--- config.mk ---
export PLATFORM = sky130hd
export DESIGN_NAME = egress_arbiter
export DESIGN_NICKNAME = d
export VERILOG_FILES = /design/src/rtl/egress_arbiter.sv
export SDC_FILE = /design/constraint.sdc
export NUM_CORES = 1
export LEC_CHECK = 0
export ABC_AREA = 1
export CORE_UTILIZATION = 42
export CTS_CLUSTER_DIAMETER = 50
export CTS_CLUSTER_SIZE = 24
export DETAILED_ROUTE_END_ITERATION = 8
export GPL_ROUTABILITY_DRIVEN = 0
export PLACE_DENSITY = 0.81
export SKIP_CTS_REPAIR_TIMING = 1
export SLEW_MARGIN = 20
export SYNTH_ARGS = -nofsm -noshare
export SYNTH_HDL_FRONTEND = slang
export SYNTH_SLANG_ARGS = --single-unit
--- constraint.sdc ---
create_clock -name clk -period 2 [get_ports clk]
set_input_delay 0.3 -clock clk [delete_from_list [all_inputs] [get_ports clk]]
set_output_delay 0.3 -clock clk [all_outputs]
set_load 0.02 [all_outputs]
--- src/rtl/egress_arbiter.sv ---
// Egress port arbiter: round-robin grant of up to four ingress head packets into
// a one-deep output register with ready/valid backpressure and a delivered-packet counter.
module egress_arbiter #(
   parameter int N_SRC  = 4,
   parameter int DATA_W = 16
) (
   input  logic                    clk,
   input  logic                    rst,
   input  logic [N_SRC-1:0]        req_in,
   input  logic [N_SRC*DATA_W-1:0] data_in,
   output logic [N_SRC-1:0]        ack_out,
   output logic                    valid_out,
   output logic [DATA_W-1:0]       data_out,
   output logic [1:0]              src_out,
   input  logic                    ready_in,
   output logic [15:0]             pkt_count
);

   typedef enum logic {ST_EMPTY = 1'b0, ST_FULL = 1'b1} state_t;

   state_t            state_r;
   state_t            state_next_s;
   logic [1:0]        rr_ptr_r;
   logic [1:0]        cand_s;
   logic [1:0]        grant_idx_s;
   logic              grant_s;
   logic              load_en_s;
   logic              xfer_s;
   logic [DATA_W-1:0] data_r;
   logic [1:0]        src_r;
   logic [15:0]       count_r;

   assign valid_out = (state_r == ST_FULL);
   assign data_out  = data_r;
   assign src_out   = src_r;
   assign pkt_count = count_r;
   assign load_en_s = (state_r == ST_EMPTY) || ready_in;
   assign xfer_s    = (state_r == ST_FULL) && ready_in;

   // Cyclic priority scan from rr_ptr_r; later iterations (closer to the pointer) win.
   always_comb begin
      grant_s     = 1'b0;
      grant_idx_s = 2'd0;
      cand_s      = 2'd0;
      for (int k = 3; k >= 0; k--) begin
         cand_s = rr_ptr_r + 2'(k);
         if (req_in[cand_s] && load_en_s && !rst) begin
            grant_s     = 1'b1;
            grant_idx_s = cand_s;
         end else begin
            grant_idx_s = grant_idx_s;
         end
      end
   end

   // One-hot acknowledge of the granted source, held low during reset.
   always_comb begin
      ack_out = {N_SRC{1'b0}};
      if (grant_s) begin
         ack_out[grant_idx_s] = 1'b1;
      end else begin
         ack_out = {N_SRC{1'b0}};
      end
   end

   // Output register occupancy: a grant always refills, a transfer alone drains.
   always_comb begin
      state_next_s = state_r;
      case (state_r)
         ST_EMPTY: begin
            if (grant_s) state_next_s = ST_FULL;
            else         state_next_s = ST_EMPTY;
         end
         ST_FULL: begin
            if (grant_s)       state_next_s = ST_FULL;
            else if (ready_in) state_next_s = ST_EMPTY;
            else               state_next_s = ST_FULL;
         end
         default: state_next_s = ST_EMPTY;
      endcase
   end

   // Occupancy state register.
   always_ff @(posedge clk or posedge rst) begin
      if (rst) state_r <= ST_EMPTY;
      else     state_r <= state_next_s;
   end

   // Packet capture and pointer advance past the granted source.
   always_ff @(posedge clk or posedge rst) begin
      if (rst) begin
         data_r   <= {DATA_W{1'b0}};
         src_r    <= 2'd0;
         rr_ptr_r <= 2'd0;
      end else if (grant_s) begin
         data_r   <= data_in[int'(grant_idx_s)*DATA_W +: DATA_W];
         src_r    <= grant_idx_s;
         rr_ptr_r <= grant_idx_s + 2'd1;
      end else begin
         data_r   <= data_r;
         src_r    <= src_r;
         rr_ptr_r <= rr_ptr_r;
      end
   end

   // Saturating count of packets handed downstream.
   always_ff @(posedge clk or posedge rst) begin
      if (rst)                                count_r <= 16'd0;
      else if (xfer_s && count_r != 16'hFFFF) count_r <= count_r + 16'd1;
      else                                    count_r <= count_r;
   end

endmodule

### Yosys cells after proc, flatten, opt, wreduce, memory -nomap -nowiden

Cells that the tools add are included.

| storage, ports and cells | value |
|---|---|
| flip-flop bits (word level) | 37 |
| word-level logic and storage cells | 55 |

| operators by class | value |
|---|---|
| $add $sub $neg | 5 |
| $lt $le $gt $ge | 6 |
| eq/ne operators | 1 |
| shift operators | 1 |
| muxes and demuxes | 23 |
| bitwise operators | 1 |
| reduce and logical (&&, ||, !) cells | 13 |

Operators by type and width:

| cell | number |
|---|---|
| $shiftx A64 B7 Y16 | 1 |
| $add A16 B1 Y16 const B | 1 |
| $ne A16 B16 Y1 const B | 1 |
| $lt A2 B3 Y1 const B | 5 |
| $mux W1 | 12 |
| $logic_and A1 B1 Y1 | 11 |
| $bmux W1 S2 | 4 |
| $mux W2 | 4 |
| $add A2 B1 Y2 const B | 2 |
| $add A2 B2 Y2 const B | 2 |
| $mux W4 | 1 |
| $demux W1 S2 | 1 |
| $ge A2 B1 Y1 const B | 1 |
| $pmux W1 S2 | 1 |
| $logic_not A1 Y1 | 1 |
| $logic_or A1 B1 Y1 | 1 |
| $not A1 Y1 | 1 |

### Longest topological paths before layout

| depth | value |
|---|---|
| depth after elaboration | 14 |
| gate-level depth with buffers | 17 |

### Worst setup path after synthesis

Ideal clock, no wire load.

| timing | value |
|---|---|
| path type | reg2out |
| start point | register state_r (netlist: valid_out) |
| end point | output port ack_out[0] |
| arrival time | 1,923 ps |
| required time | 1,700 ps |
| setup slack | -223 ps |
| stages on the path, launching flop included | 13 |
| path through | dfrtp_1 > inv_1 > nor2_1 > nor2_2 > nand3_1 > nand2_1 > nand3_2 > nand2_4 > buf_6 > inv_1 > nor2_1 > inv_2 > nor2_1 |

| on the way | value |
|---|---|
| word-level cells in the longest chain between the ends | 13 |
| elaborated cells between the ends (all ways) | 24 |
| those cells by class | 2 x order compare; 11 x mux; 1 x bitwise; 10 x reduce/logical |

Ends and longest elaborated chain:

| element | line | source |
|---|---|---|
| from (decl) | 21 | `state_t state_r;` |
| from (signal assigned) | 86 | `else state_r <= state_next_s;` |
| $not A1 Y1 (*) | -- |  |
| $logic_or A1 B1 Y1 (*) | 37 | `assign load_en_s = (state_r == ST_EMPTY) \|\| ready_in;` |
| $logic_and A1 B1 Y1 (2 in series) | 47 | `if (req_in[cand_s] && load_en_s && !rst) begin` |
| $mux W2 (4 in series) | 47 |  |
| $lt A2 B3 Y1 (not written as such) / $ge A2 B1 Y1 (equally long branches) | 60 | `ack_out[grant_idx_s] = 1'b1;` |
| $logic_and A1 B1 Y1 (not written as such) | 60 |  |
| $mux W1 (not written as such) | 60 |  |
| $demux W1 S2 | 60 |  |
| $mux W4 (*) | 59 | `if (grant_s) begin` |
| to (decl) | 11 | `output logic [N_SRC-1:0] ack_out,` |

Mark *: on every way between the ends. The rest lies on a longest branch, timed or not.

### Worst setup path in the final report

| timing | value |
|---|---|
| start point | input port req_in[3] |
| end point | output port ack_out[0] |

| on the way | value |
|---|---|
| word-level cells in the longest chain between the ends | 13 |
| elaborated cells between the ends (all ways) | 30 |
| those cells by class | 2 x order compare; 19 x mux; 9 x reduce/logical |

Ends and longest elaborated chain:

| element | line | source |
|---|---|---|
| from (decl) | 9 | `input logic [N_SRC-1:0] req_in,` |
| $bmux W1 S2 | 47 |  |
| $mux W1 (not written as such) | 47 |  |
| $logic_and A1 B1 Y1 (2 in series) | 47 |  |
| $mux W2 (4 in series) | 47 |  |
| $lt A2 B3 Y1 (not written as such) / $ge A2 B1 Y1 (equally long branches) | 60 |  |
| $logic_and A1 B1 Y1 (not written as such) | 60 |  |
| $mux W1 (not written as such) | 60 |  |
| $demux W1 S2 | 60 |  |
| $mux W4 (*) | 59 |  |

Mark *: on every way between the ends. The rest lies on a longest branch, timed or not. The select of a mux whose other input is x is not followed.

==> impl_metrics.toml <==
[status]
status = "finished with violations"
failed_checks = "setup timing"

[global_route]
grt_max_degree = 38
antenna_found_initial = 0
grt_pass1_wl_um = 11800
grt_overflow_total = 0
grt_pass1_vias = 2766
track_usage_pct = 24.6

[placed_design]
portBuffers = 109
dp.final_hpwl_um = 5490
place_ws_ps = -739
post-place-cells = 583

[worst_setup_path]
critPathLaunchType = "input port"
path_class = "in -> out"
cp_max_fo = 4
reg2reg_from = "rr_ptr_r[0]"
cp-end-kind = "output pin"
startpoint = "req_in[3]"
cpPeakStageDelay_ps = 480
worstRegToRegCells = 16
r2r-end = "data_out[10]"
crit_arrival_ps = 1990
worstPathCellList = "clkdlybuf4s50_1 -> inv_1 -> nand2_1 -> nand2_2 -> nand2_4 -> inv_2 -> nor2_2 -> nand2_2 -> nand2_2 -> nand2_4 -> nand2_4 -> inv_2 -> nor2_2 -> inv_2 -> nor2_4 -> buf_6"
critical_path_required_ps = 1700
slowest_stage = "clkdlybuf4s50_1"
r2r_setup_slack_ps = 20

[yosys]
ys_ff_latch = 37
ys_types = 22
synthCells = 385
syn_area_um2 = 2460
syn_avg_cell_area_um2 = 6.40
syn_nets = 457
ys_seq_area_share_pct = 37.6
yosysWarnings = 0

[die]
io_pins = 110
die_h_um = 78.6
die_w_um = 78.6
row_count = 27
dieArea_um2 = 6170
core_um2 = 5570
start_util_pct = 44.2

[clocking]
cts_buffers = 5
cts_root_buffer = "clkbuf_8"
cts.sinks = 37
insertion_delay_ps = 290
clockBufferDepth = 2
cts_tree = "built"
clk_pin_slew_worst_paths_ps = 70
htreeDepth = 2

[sta]
fin_skew_ps = 4.39
fin_ws_ps = -295
setup_violations = 4
period_share_pct = 115
max_freq_mhz = 436
max-slew-margin-rel_pct = 69.9
final_max_slew_viol_count = 0
tightestPinTransition_ps = 451
finalCriticalPeriod_ps = 2290
hold_viol_final = 0
rsz0062_at_grt = "yes"

[cells_and_area]
area_growth_pct = 64.8
final_cell_count_no_fill = 594
nets = 593
antenna_cells = 0
utilization_pct = 72.8
drive_above_1_share_pct = 17.6

[worst_hold_path]
min_to = "valid_out"
min_from = "ready_in"
hold_path_depth = 3
worstHoldPathType = "in -> reg"

[routing]
drtIter0Drc = 118
vias = 2909
drcViolationCount = 0
ant_nets = 0
wirelength_um = 7690
wl_per_cell_um = 12.9
via_per_inst = 4.90
dr.pass1.iters = 4

[power]
peakVddDrop_v = 0.00171
total_power_uw = 6630
leakagePower_uw = 0.00212
power_density_nw_per_um2 = 1630

[run]
maxCapViolations = 0
[through the flow]
stage                     TNS [ps]  hold slack (ps)  instance area (um^2)
final                        -1020              386                  4060
after global routing         -3810              392                  4060
after CTS                    -5080              483                  3900
after detailed placement     -9340              464                  3810
after global placement       -8160              463                  3810
after floorplan              -25.9              404                  2490
[synth_stat cells]
cell type / n / area share [%]
nand2_4: 2 / 0.91
xor2_1: 8 / 2.8
nand2_1: 206 / 31
o211ai_1: 1 / 0.30
nor2_2: 1 / 0.25
nor2_1: 16 / 2.4
buf_2: 10 / 2.0
buf_6: 3 / 1.4
nand2_2: 2 / 0.51
nor3_1: 5 / 1.0
dfrtp_1: 37 / 38
ha_1: 1 / 0.51
nand4_1: 2 / 0.51
nand3_2: 1 / 0.41
nand3_1: 49 / 10
mux2_2: 1 / 0.46
inv_1: 25 / 3.8
o21ai_1: 1 / 0.20
buf_4: 1 / 0.30
xnor2_1: 5 / 1.8
o21ai_0: 3 / 0.61
inv_2: 5 / 0.76
[cell usage in the layout, fill, tap and decap left out]
cell,count
nand2_1,191
clkdlybuf4s50_1,103
nand3_1,44
dfrtp_1,34
buf_4,30
inv_1,21
nand2_2,12
nor2_1,9
xor2_1,8
inv_2,7
nand2_4,7
buf_6,7
xnor2_1,5
nor2_2,5
clkbuf_8,5
nor3_1,4
nand3_2,4
o21ai_0,3
nor2_4,3
dfrtp_2,3
nand4_1,2
inv_4,2
nand3_4,2
clkinv_2,2
dlymetal6s2s_1,2
nor3_2,1
o21ai_1,1
mux2_2,1
o211ai_1,1
ha_1,1
clkbuf_1,1
buf_2,1
[how the worst max path moves through the flow]
stage | to | slack (ps) | depth (start not counted)
floorplan | ack_out[0] | -30 | 14
global placement | ack_out[0] | -690 | 14
detailed placement | ack_out[0] | -740 | 14
CTS | ack_out[0] | -810 | 15
global route | ack_out[0] | -420 | 16
finish | ack_out[0] | -290 | 16
[cell type report]
cell class                      instances  area [um^2]
Tap cell                               72         90.1
Timing Repair Buffer                  143         1370
Sequential cell                        37          930
Inverter                               30          118
Multi-Input combinational cell        304         1470
Clock inverter                          2         10.0
Fill cell                             453         1520
Clock buffer                            6         72.6
[sequential cells by signal (all words and copies together), names as in the netlist]
signal / cells
valid_out: 1
src_out: 2
rr_ptr_r: 2
data_out: 16
pkt_count: 16
[cells by family after synthesis]
kind of cell,count (synthesis),synth area share [%]
AOI/OAI and AO/OA,5,1.12
xor gates and xnor gates,13,4.62
buffers and inverters,44,8.28
DFF,37,37.6
and+or+nand+nor,284,47.4
muxes,1,0.457
adders and majority gates,1,0.508
[worst max-delay path, delay by kind of cell]
family / cells / cell delay [ps]
buf+inv: 6 / 800
simple gates: 10 / 890
[where the power goes]
group          leakage, uW  switching [uW]  internal [uW]
sequential        0.000450             247           1070
combinational      0.00163            2860           1960
clock            0.0000450             261            241
[metal layers]
metal	part of all wire [%]	up-vias	GRT usage [%]	routed length, um
met5	0	-	0	0
met4	1.9	0	6.11	144
met3	6.3	13	6.63	488
met2	51	97	47.0	3950
met1	40	1340	26.2	3110
li1	-	1459	-	-
No activity file was read; power rests on OpenSTA's default activity.
